===== config.mk =====
export PLATFORM = sky130hd
export DESIGN_NAME = imem_loader_flat
export DESIGN_NICKNAME = d
export VERILOG_FILES = /design/src/rtl/imem_loader_pkg.sv /design/src/rtl/imem_loader_if.sv /design/src/rtl/imem_loader_word_packer.sv /design/src/rtl/imem_loader.sv /design/src/flat_wrapper.sv
export SDC_FILE = /design/constraint.sdc
export NUM_CORES = 1
export LEC_CHECK = 0
export CAP_MARGIN = 30
export CORE_MARGIN = 5
export CORE_UTILIZATION = 40
export CTS_CLUSTER_SIZE = 25
export DETAILED_ROUTE_END_ITERATION = 8
export GPL_TIMING_DRIVEN = 0
export SYNTH_ARGS = -nofsm -noshare
export SYNTH_HDL_FRONTEND = slang
export SYNTH_HIERARCHICAL = 1
export SYNTH_SLANG_ARGS = --single-unit

===== constraint.sdc =====
create_clock -name clk -period 4.7 [get_ports clk]
set_clock_uncertainty 0.05 [all_clocks]
set_input_delay 1.41 -clock clk [delete_from_list [all_inputs] [get_ports clk]]
set_output_delay 1.41 -clock clk [all_outputs]
set_load 0.005 [all_outputs]

===== src/rtl/imem_loader_pkg.sv =====
// Shared types and constants for the boot-time instruction-memory loader.
// Optional checksum byte is enabled with IMEM_LOADER_CHECKSUM_EN.
package imem_loader_pkg;

    typedef enum logic [2:0] {
        HDR_LO  = 3'd0,
        HDR_HI  = 3'd1,
        PAYLOAD = 3'd2,
        CHECK   = 3'd3,
        DONE    = 3'd4,
        ERR     = 3'd5
    } state_e;

    localparam int unsigned HDR_BYTES = 2;
    localparam int unsigned CSUM_W    = 8;

    // Running XOR over payload bytes; the trailing frame byte must equal the final value.
    function automatic logic [CSUM_W-1:0] csum_step(input logic [CSUM_W-1:0] acc,
                                                    input logic [7:0]        data);
        return acc ^ data;
    endfunction

endpackage


===== src/rtl/imem_loader_if.sv =====
// Byte-stream valid/ready channel feeding the loader.
// master = stream source, slave = loader.
interface imem_loader_if;

    logic       in_valid;
    logic [7:0] in_data;
    logic       in_ready;

    modport master (output in_valid, output in_data, input  in_ready);
    modport slave  (input  in_valid, input  in_data, output in_ready);

endinterface


===== src/rtl/imem_loader_word_packer.sv =====
// Packs little-endian bytes into 32-bit words; pulses o_word_valid for one
// cycle after the edge that accepted the fourth byte of a word.
module imem_loader_word_packer (
    input  logic        clk,
    input  logic        rst_n,
    input  logic        i_byte_valid,
    input  logic [7:0]  i_byte,
    output logic [1:0]  o_idx,
    output logic [31:0] o_word,
    output logic        o_word_valid
);

    logic [1:0]  r_idx;
    logic [23:0] r_part;
    logic [31:0] r_word;
    logic        r_word_valid;

    // Byte lane accumulation and word emission
    always_ff @(posedge clk or negedge rst_n) begin
        if (!rst_n) begin
            r_idx        <= 2'd0;
            r_part       <= 24'd0;
            r_word       <= 32'd0;
            r_word_valid <= 1'b0;
        end else begin
            r_word_valid <= 1'b0;
            if (i_byte_valid) begin
                r_idx <= r_idx + 2'd1;
                case (r_idx)
                    2'd0:    r_part[7:0]   <= i_byte;
                    2'd1:    r_part[15:8]  <= i_byte;
                    2'd2:    r_part[23:16] <= i_byte;
                    2'd3: begin
                        r_word       <= {i_byte, r_part};
                        r_word_valid <= 1'b1;
                        r_part       <= 24'd0;
                    end
                    default: r_part <= 24'd0;
                endcase
            end
        end
    end

    assign o_idx        = r_idx;
    assign o_word       = r_word;
    assign o_word_valid = r_word_valid;

endmodule


===== src/rtl/imem_loader.sv =====
// Framed byte-stream program loader: header, payload words, optional checksum
// (IMEM_LOADER_CHECKSUM_EN). Holds the core in reset until the image is complete.
module imem_loader
    import imem_loader_pkg::*;
#(
    parameter int ADDR_W = 8
) (
    input  logic              clk,
    input  logic              rst_n,
    imem_loader_if.slave      bus,
    output logic              o_imem_we,
    output logic [ADDR_W-1:0] o_imem_addr,
    output logic [31:0]       o_imem_wdata,
    output logic              o_cpu_rst_n,
    output logic              o_done,
    output logic              o_err,
    output logic [ADDR_W:0]   o_words_loaded
);

    localparam logic [31:0]   DEPTH = 32'd1 << ADDR_W;
    localparam logic [ADDR_W:0] ONE = (ADDR_W+1)'(1);

    state_e            r_state;
    logic              r_in_ready;
    logic [7:0]        r_lo;
    logic [ADDR_W:0]   r_count;
    logic [ADDR_W:0]   r_word_idx;
    logic [ADDR_W-1:0] r_addr;
    logic              r_done;
    logic              r_err;
    logic              r_cpu_rst_n;
`ifdef IMEM_LOADER_CHECKSUM_EN
    logic [CSUM_W-1:0] r_csum;
`endif

    logic        w_xfer;
    logic        w_pay_xfer;
    logic        w_word_end;
    logic        w_last;
    logic [15:0] w_n;
    logic [1:0]  w_idx;
    logic [31:0] w_word;
    logic        w_word_valid;

    assign w_xfer     = bus.in_valid & r_in_ready;
    assign w_pay_xfer = w_xfer & (r_state == PAYLOAD);
    assign w_word_end = w_pay_xfer & (w_idx == 2'd3);
    assign w_last     = w_word_end & ((r_word_idx + ONE) == r_count);
    assign w_n        = {bus.in_data, r_lo};

    imem_loader_word_packer u_packer (
        .clk          (clk),
        .rst_n        (rst_n),
        .i_byte_valid (w_pay_xfer),
        .i_byte       (bus.in_data),
        .o_idx        (w_idx),
        .o_word       (w_word),
        .o_word_valid (w_word_valid)
    );

    // Frame FSM with addressing, status flags and core reset release
    always_ff @(posedge clk or negedge rst_n) begin
        if (!rst_n) begin
            r_state     <= HDR_LO;
            r_in_ready  <= 1'b0;
            r_lo        <= 8'd0;
            r_count     <= '0;
            r_word_idx  <= '0;
            r_addr      <= '0;
            r_done      <= 1'b0;
            r_err       <= 1'b0;
            r_cpu_rst_n <= 1'b0;
`ifdef IMEM_LOADER_CHECKSUM_EN
            r_csum      <= '0;
`endif
        end else begin
            case (r_state)
                HDR_LO: begin
                    r_in_ready <= 1'b1;
                    if (w_xfer) begin
                        r_lo    <= bus.in_data;
                        r_state <= HDR_HI;
                    end
                end
                HDR_HI: begin
                    if (w_xfer) begin
                        if ({16'd0, w_n} > DEPTH) begin
                            r_state    <= ERR;
                            r_err      <= 1'b1;
                            r_in_ready <= 1'b0;
                        end else if (w_n == 16'd0) begin
`ifdef IMEM_LOADER_CHECKSUM_EN
                            r_state    <= CHECK;
`else
                            r_state    <= DONE;
                            r_done     <= 1'b1;
                            r_in_ready <= 1'b0;
`endif
                        end else begin
                            r_count <= (ADDR_W+1)'(w_n);
                            r_state <= PAYLOAD;
                        end
                    end
                end
                PAYLOAD: begin
                    if (w_pay_xfer) begin
`ifdef IMEM_LOADER_CHECKSUM_EN
                        r_csum <= csum_step(r_csum, bus.in_data);
`endif
                        if (w_word_end) begin
                            r_addr     <= r_word_idx[ADDR_W-1:0];
                            r_word_idx <= r_word_idx + ONE;
                        end
                        if (w_last) begin
`ifdef IMEM_LOADER_CHECKSUM_EN
                            r_state    <= CHECK;
`else
                            r_state    <= DONE;
                            r_done     <= 1'b1;
                            r_in_ready <= 1'b0;
`endif
                        end
                    end
                end
                CHECK: begin
`ifdef IMEM_LOADER_CHECKSUM_EN
                    if (w_xfer) begin
                        r_in_ready <= 1'b0;
                        if (bus.in_data == r_csum) begin
                            r_state <= DONE;
                            r_done  <= 1'b1;
                        end else begin
                            r_state <= ERR;
                            r_err   <= 1'b1;
                        end
                    end
`else
                    r_state    <= ERR;
                    r_err      <= 1'b1;
                    r_in_ready <= 1'b0;
`endif
                end
                DONE: begin
                    r_in_ready  <= 1'b0;
                    r_cpu_rst_n <= 1'b1;
                end
                ERR: begin
                    r_in_ready  <= 1'b0;
                    r_cpu_rst_n <= 1'b0;
                end
                default: begin
                    r_state    <= ERR;
                    r_err      <= 1'b1;
                    r_in_ready <= 1'b0;
                end
            endcase
        end
    end

    assign bus.in_ready   = r_in_ready;
    assign o_imem_we      = w_word_valid;
    assign o_imem_addr    = r_addr;
    assign o_imem_wdata   = w_word;
    assign o_cpu_rst_n    = r_cpu_rst_n;
    assign o_done         = r_done;
    assign o_err          = r_err;
    assign o_words_loaded = r_word_idx;

endmodule


===== src/flat_wrapper.sv =====
// flat-port wrapper written by rule: the top's interface ports become plain ports
module imem_loader_flat import imem_loader_pkg::*;
#(
    parameter int ADDR_W = 8
)
  (clk, rst_n, o_imem_we, o_imem_addr, o_imem_wdata, o_cpu_rst_n, o_done, o_err, o_words_loaded, bus_in_valid, bus_in_data, bus_in_ready);
  imem_loader_if bus_i ();
  input  logic clk;
  input  logic rst_n;
  output logic o_imem_we;
  output logic [ADDR_W-1:0] o_imem_addr;
  output logic [31:0] o_imem_wdata;
  output logic o_cpu_rst_n;
  output logic o_done;
  output logic o_err;
  output logic [ADDR_W:0] o_words_loaded;
  input wire logic [$bits(bus_i.in_valid)-1:0] bus_in_valid;
  input wire logic [$bits(bus_i.in_data)-1:0] bus_in_data;
  output wire logic [$bits(bus_i.in_ready)-1:0] bus_in_ready;
  assign bus_i.in_valid = bus_in_valid;
  assign bus_i.in_data = bus_in_data;
  assign bus_in_ready = bus_i.in_ready;
  imem_loader #(.ADDR_W(ADDR_W)) u_core (.clk(clk), .rst_n(rst_n), .bus(bus_i), .o_imem_we(o_imem_we), .o_imem_addr(o_imem_addr), .o_imem_wdata(o_imem_wdata), .o_cpu_rst_n(o_cpu_rst_n), .o_done(o_done), .o_err(o_err), .o_words_loaded(o_words_loaded));
endmodule

; After elaboration in Yosys (flattened, before gate mapping)
; Index checks and enable logic that the tools add are counted.
[totals]
out_inout_bits = 54
register_bits = 100
[classes]
bitwise = 8
eq_ne = 16
reduce_logical = 21
magnitude_cmp = 1
add_sub_neg = 2
muxes = 28
[ops]
columns = operator, n
row1 = $pmux W8 S2, 3
row2 = $mux W3, 6
row3 = $gt A16 B9 Y1 const B, 1
row4 = $logic_not A16 Y1, 1
row5 = $mux W1, 14
row6 = $ne A2 B1 Y1 const B, 6
row7 = $pmux W3 S4, 1
row8 = $reduce_and A2 Y1, 5
row9 = $reduce_bool A2 Y1, 5
row10 = $add A9 B1 Y9 const B, 1
row11 = $eq A9 B9 Y1, 1
row12 = $reduce_and A4 Y1, 2
row13 = $eq A3 B3 Y1 const B, 2
row14 = $pmux W1 S2, 3
row15 = $reduce_and A3 Y1, 2
row16 = $reduce_and A6 Y1, 1
row17 = $reduce_and A5 Y1, 1
row18 = $and A1 B1 Y1, 4
row19 = $eq A2 B2 Y1 const B, 2
row20 = $not A1 Y1, 4
row21 = $reduce_or A4 Y1, 1
row22 = $eq A3 B1 Y1 const B, 1
row23 = $eq A3 B2 Y1 const B, 1
row24 = $logic_not A3 Y1, 1
row25 = other kinds (7), 7

; Depth between registers and ports, before layout
; Gate-level depths: netlist of the first run.
[logic_depth]
ltp_word = 7
ltp_mapped = 7

; Hierarchy
; The synthesis of the first run kept the hierarchy.
[by_module_without_submodules]
columns = mod, n_inst, area_per_inst_um2, cells_per_inst, seq_area_each_um2
row1 = imem_loader_word_packer, 1, 2499.9, 142, 1476.4
row2 = imem_loader, 1, 2045.7, 195, 1026.0

; Least setup slack after synthesis of the first run
; OpenSTA, ideal clock, no wires.
[synth_path]
kind = in2reg
start = input bus_in_data[5]
end = register u_core.r_count[0]
setup_time_ns = 0.125
required_ns = 4.525
path_stages = 5
path_slack_ns = 1.574
n_path_buf = 1
arrival_time_ns = 2.952
path_cell_list = or4_1 nor4_4 and4_1 buf_2 mux2_2
[synth_between]
elab_chain_cells = 3
elab_cells_between_ends = 5
classes_between = order compare (1) / bitwise (2) / reduce/logical (2)
[synth_lines]
columns = element, line_no
row1 = "start, declared", flat_wrapper.sv:18  ; input wire logic [$bits(bus_i.in_data)-1:0] bus_in_data;
row2 = $gt A16 B9 Y1 / $logic_not A16 Y1 (equally long branches), "imem_loader.sv:87, imem_loader.sv:91"
row3 = $not A1 Y1 (no line), n/a
row4 = $reduce_and A4 Y1 (no line) (*), n/a
row5 = "end signal, assigned", imem_loader.sv:100  ; r_count <= (ADDR_W+1)'(w_n);
row6 = "end, declared", imem_loader.sv:26  ; logic [ADDR_W:0] r_count;
; Mark *: on every way between the ends. The rest lies on a longest branch, timed or not.
; A chain may end at the register's enable or synchronous reset.

; Worst setup path in the final report of the first run
[layout_path]
start = input bus_in_data[2]
end = register u_core.r_count[4]
; The elaborated chain is that of the path after synthesis.

==> impl_metrics.toml, run 1 <==
[layout]
nNetsFinal = 429
multi_input_area_um2 = 1910
seq_area_um2 = 2500
design_area_um2 = 5670
final_cells = 561
final_core_util_pct = 50.3
drive_above_1_share_pct = 25.4
fillers = 1003
n_antenna_cell = 0
areaGrowthSynthToFinish_pct = 24.8

[setup_path]
crit_chain = "clkdlybuf4s50_1, or4_1, nor4_4, and4_1, buf_2, mux2_2"
worstSetupPathType = "input port to flip-flop"
startpoint_type = "input port"
worstPathArrival_ps = 3730
crit_path_end_kind = "flip-flop"
cp_slowest_cell = "or4_1"
slowest_delay_ps = 580
cp.required_ps = 4870
crit_fanout = 10

[synth]
synthesis.nets = 353
syn_area_per_cell_um2 = 13.5
ys.flop_type = "dfrtp_1"
synthArstFlopShare_pct = 100
synth_cell_types = 46
synth_seq_area_share_pct = 55.1
netlist.area_leader.share_pct = 55.1
synthCells = 337
synth_edf_count = 0
yosysTopAreaCell = "dfrtp_1"
ys_ff_latch = 100
synth_area_um2 = 4550
synth.top_cells.by_area = "dfrtp_1, mux2_4, mux2_2"
synth_warnings = 6

[sta]
final-hold-violation-count = 0
worst_pin_slew_ps = 731
whs_ps = 423
min_period_ps = 3560
timing.final.max_slew_violations = 0
fin_crit_sh_pct = 75.7
final-setup-viol-count = 0
rsz0062_at_grt = "no"
maxSlewHeadroom_pct = 50.8
fmax_ghz = 0.281

[drt]
drtAntennaViolNets = 0
drc = 0
wl_um = 9080
num_vias = 2745
viasPerCell = 4.89
routedWlPerCell_um = 16.2
drtPass1Iterations = 4
drt_iter0_drc = 113

[clock_network]
cts_buffers = 9
cts.path.max_buffers = 2
cts_setup_buffers = 0
h-tree-depth = 3
cts_tree = "yes"
clk_latency_ps = 340
cts_hold_buf = 0
post_cts_resized = 0
cts.clk_slew.worst_paths_ps = 70
cts.sinks = 100
clock-root-buffer = "clkbuf_16"

[grt]
antenna_found_initial = 0
grt.total_usage_pct = 14.2
grt_max_degree = 57
grt_remaining_overflow = 0
grt_pass1_vias = 2829
grt_pass1_wl_um = 15000

[place]
gp_congestion = 0.777
io_buffers = 64
dp_hpwl_um = 6460
placed_area_um2 = 5390
dpl.cell_count = 545

[die]
rows = 39
start_util_pct = 40.3
die_h_um = 117
die_w_um = 117
io_pins = 65
design.die.area_um2 = 13600
fp.coreArea_um2 = 11300

[pwr]
p_per_area_nw_per_um2 = 309
fin_total_pwr_w = 0.00175
vdd_drop_max_mv = 0.156
p_leak_nw = 2.74

[flow_run]
maxCapViolCount = 0

[run_status]
status = "finished clean"

[hold_path]
hp-class = "flip-flop to flip-flop"
-- worst max-delay path: cells and delay by family --
family                 cells  cell delay, ps
buffers and inverters      2             760
muxes                      1             360
and+or+nand+nor            3            1190
-- cell usage after synthesis, types with 2 or more instances --
library cell / n
buf_2: 4
nor2_1: 6
dfrtp_1: 100
mux2_2: 27
ha_1: 5
xnor2_1: 12
nand3_1: 5
inv_1: 6
xor2_1: 8
and3_1: 3
clkbuf_1: 7
nand2b_1: 6
nand2_1: 39
mux2_4: 45
o211ai_1: 2
o21ai_0: 2
nor4_1: 4
nor3_1: 4
buf_6: 5
nor2b_1: 8
nand3b_1: 2
or4_1: 2
a21oi_1: 7
o21bai_1: 3
o21a_1: 4
-- flip-flops by register name, summed over array words and instances (netlist names) --
| name | count |
|---|---|
| u_core/o_cpu_rst_n | 1 |
| u_core/r_count | 9 |
| u_core/u_packer/o_word | 32 |
| u_core/u_packer/r_part | 24 |
| u_core/bus.in_ready | 1 |
| u_core/r_state | 3 |
| u_core/r_lo | 8 |
| u_core/o_done | 1 |
| u_core/o_words_loaded | 9 |
| u_core/o_err | 1 |
| u_core/u_packer/o_idx | 2 |
| u_core/u_packer/o_word_valid | 1 |
| u_core/o_imem_addr | 8 |
-- per-layer routing --
layer  vias to the layer above  global-route usage (%)  part of all wire (%)
li1                       1325                       -                     -
met3                        10                    2.28                   2.7
met1                      1372                    20.9                    50
met5                         -                       0                     0
met4                         0                    5.81                   1.6
met2                        38                    20.9                    46
-- layout by cell type (no fill, tap or decap), drive strengths merged, types with 6 or more instances in the layout --
cell type and n:
dfrtp 100, mux2 73, clkdlybuf4s50 63, nand2 41, clkbuf 16, xnor2 12
buf 12, inv 10, xor2 8, nor2b 8, a21oi 7, nor2 6
nand2b 6, nand3 6
-- cell families (layout without fill, tap and decap cells) --
group                    count (synthesis)  in the layout  share of synthesized area [%]
buffers and inverters                   23            104                           2.92
AND/OR/NAND/NOR                         89             89                           10.5
AO/OA/AOI/OAI                           27             27                           4.54
flip-flops                             100            100                           55.1
multiplexers                            73             73                           21.8
XOR/XNOR                                20             20                           3.85
adder cells (fa/ha/maj)                  5              5                           1.38
-- where the power goes --
group / switching [W] / total (W) / leakage (nW) / internal, W
logic: 0.0000772 / 0.000138 / 1.23 / 0.0000607
registers: 0.0000184 / 0.000905 / 1.37 / 0.000887
clock network: 0.000340 / 0.000708 / 0.142 / 0.000368
-- worst paths after layout --
check / start / endpoint / slack, ps / cells after the start
setup / recovery: bus_in_data[2] / u_core/r_count[4]$_DFFE_PN0P_ / 1140 / 6
hold / removal: u_core/o_imem_addr[7]$_DFFE_PN0P_ / u_core/o_imem_addr[7]$_DFFE_PN0P_ / 420 / 2
hold reg to reg: u_core/o_imem_addr[7]$_DFFE_PN0P_ / u_core/o_imem_addr[7]$_DFFE_PN0P_ / 420 / 2
min in group asynchronous: rst_n / u_core/u_packer/o_word[22]$_DFFE_PN0P_ / 1040 / 1
setup reg to reg: u_core/o_words_loaded[0]$_DFFE_PN0P_ / u_core/bus.in_ready$_DFFE_PN0P_ / 2390 / 7
max in group asynchronous: rst_n / u_core/u_packer/r_part[9]$_DFFE_PN0P_ / 2890 / 2
-- stage by stage --
step                setup TNS, ps  worst slack, ps
floorplan                       0             1570
CTS                             0             1150
global route                    0             1060
finish                          0             1140
detailed placement              0              804
global placement          -162270            -1630
-- final cells by class --
type,instances,area share [%]
buffer,17,1.94
clock inverter,7,0.993
timing repair buffer,65,11.7
inverter,6,0.397
multi-input combinational,214,33.7
tap,143,3.15
sequential,100,44.1
clock buffer,9,3.97
Note: power is estimated with default switching activity, not from simulation.
==> run 2, diff against run 1 <==
clock period = 3.4 ns   (was 4.7 ns; I/O delays follow)
==> results of run 2 <==
The final DEF is identical to that of run 1. Status: finished clean.
Among the figures that moved: setup slack after placement 804 ps -> -106 ps; setup slack after layout 1140 ps -> 233 ps; register-to-register setup slack 2390 ps -> 1090 ps; total power 0.00175 W -> 0.00242 W; worst IR drop on VDD 0.156 mV -> 0.216 mV
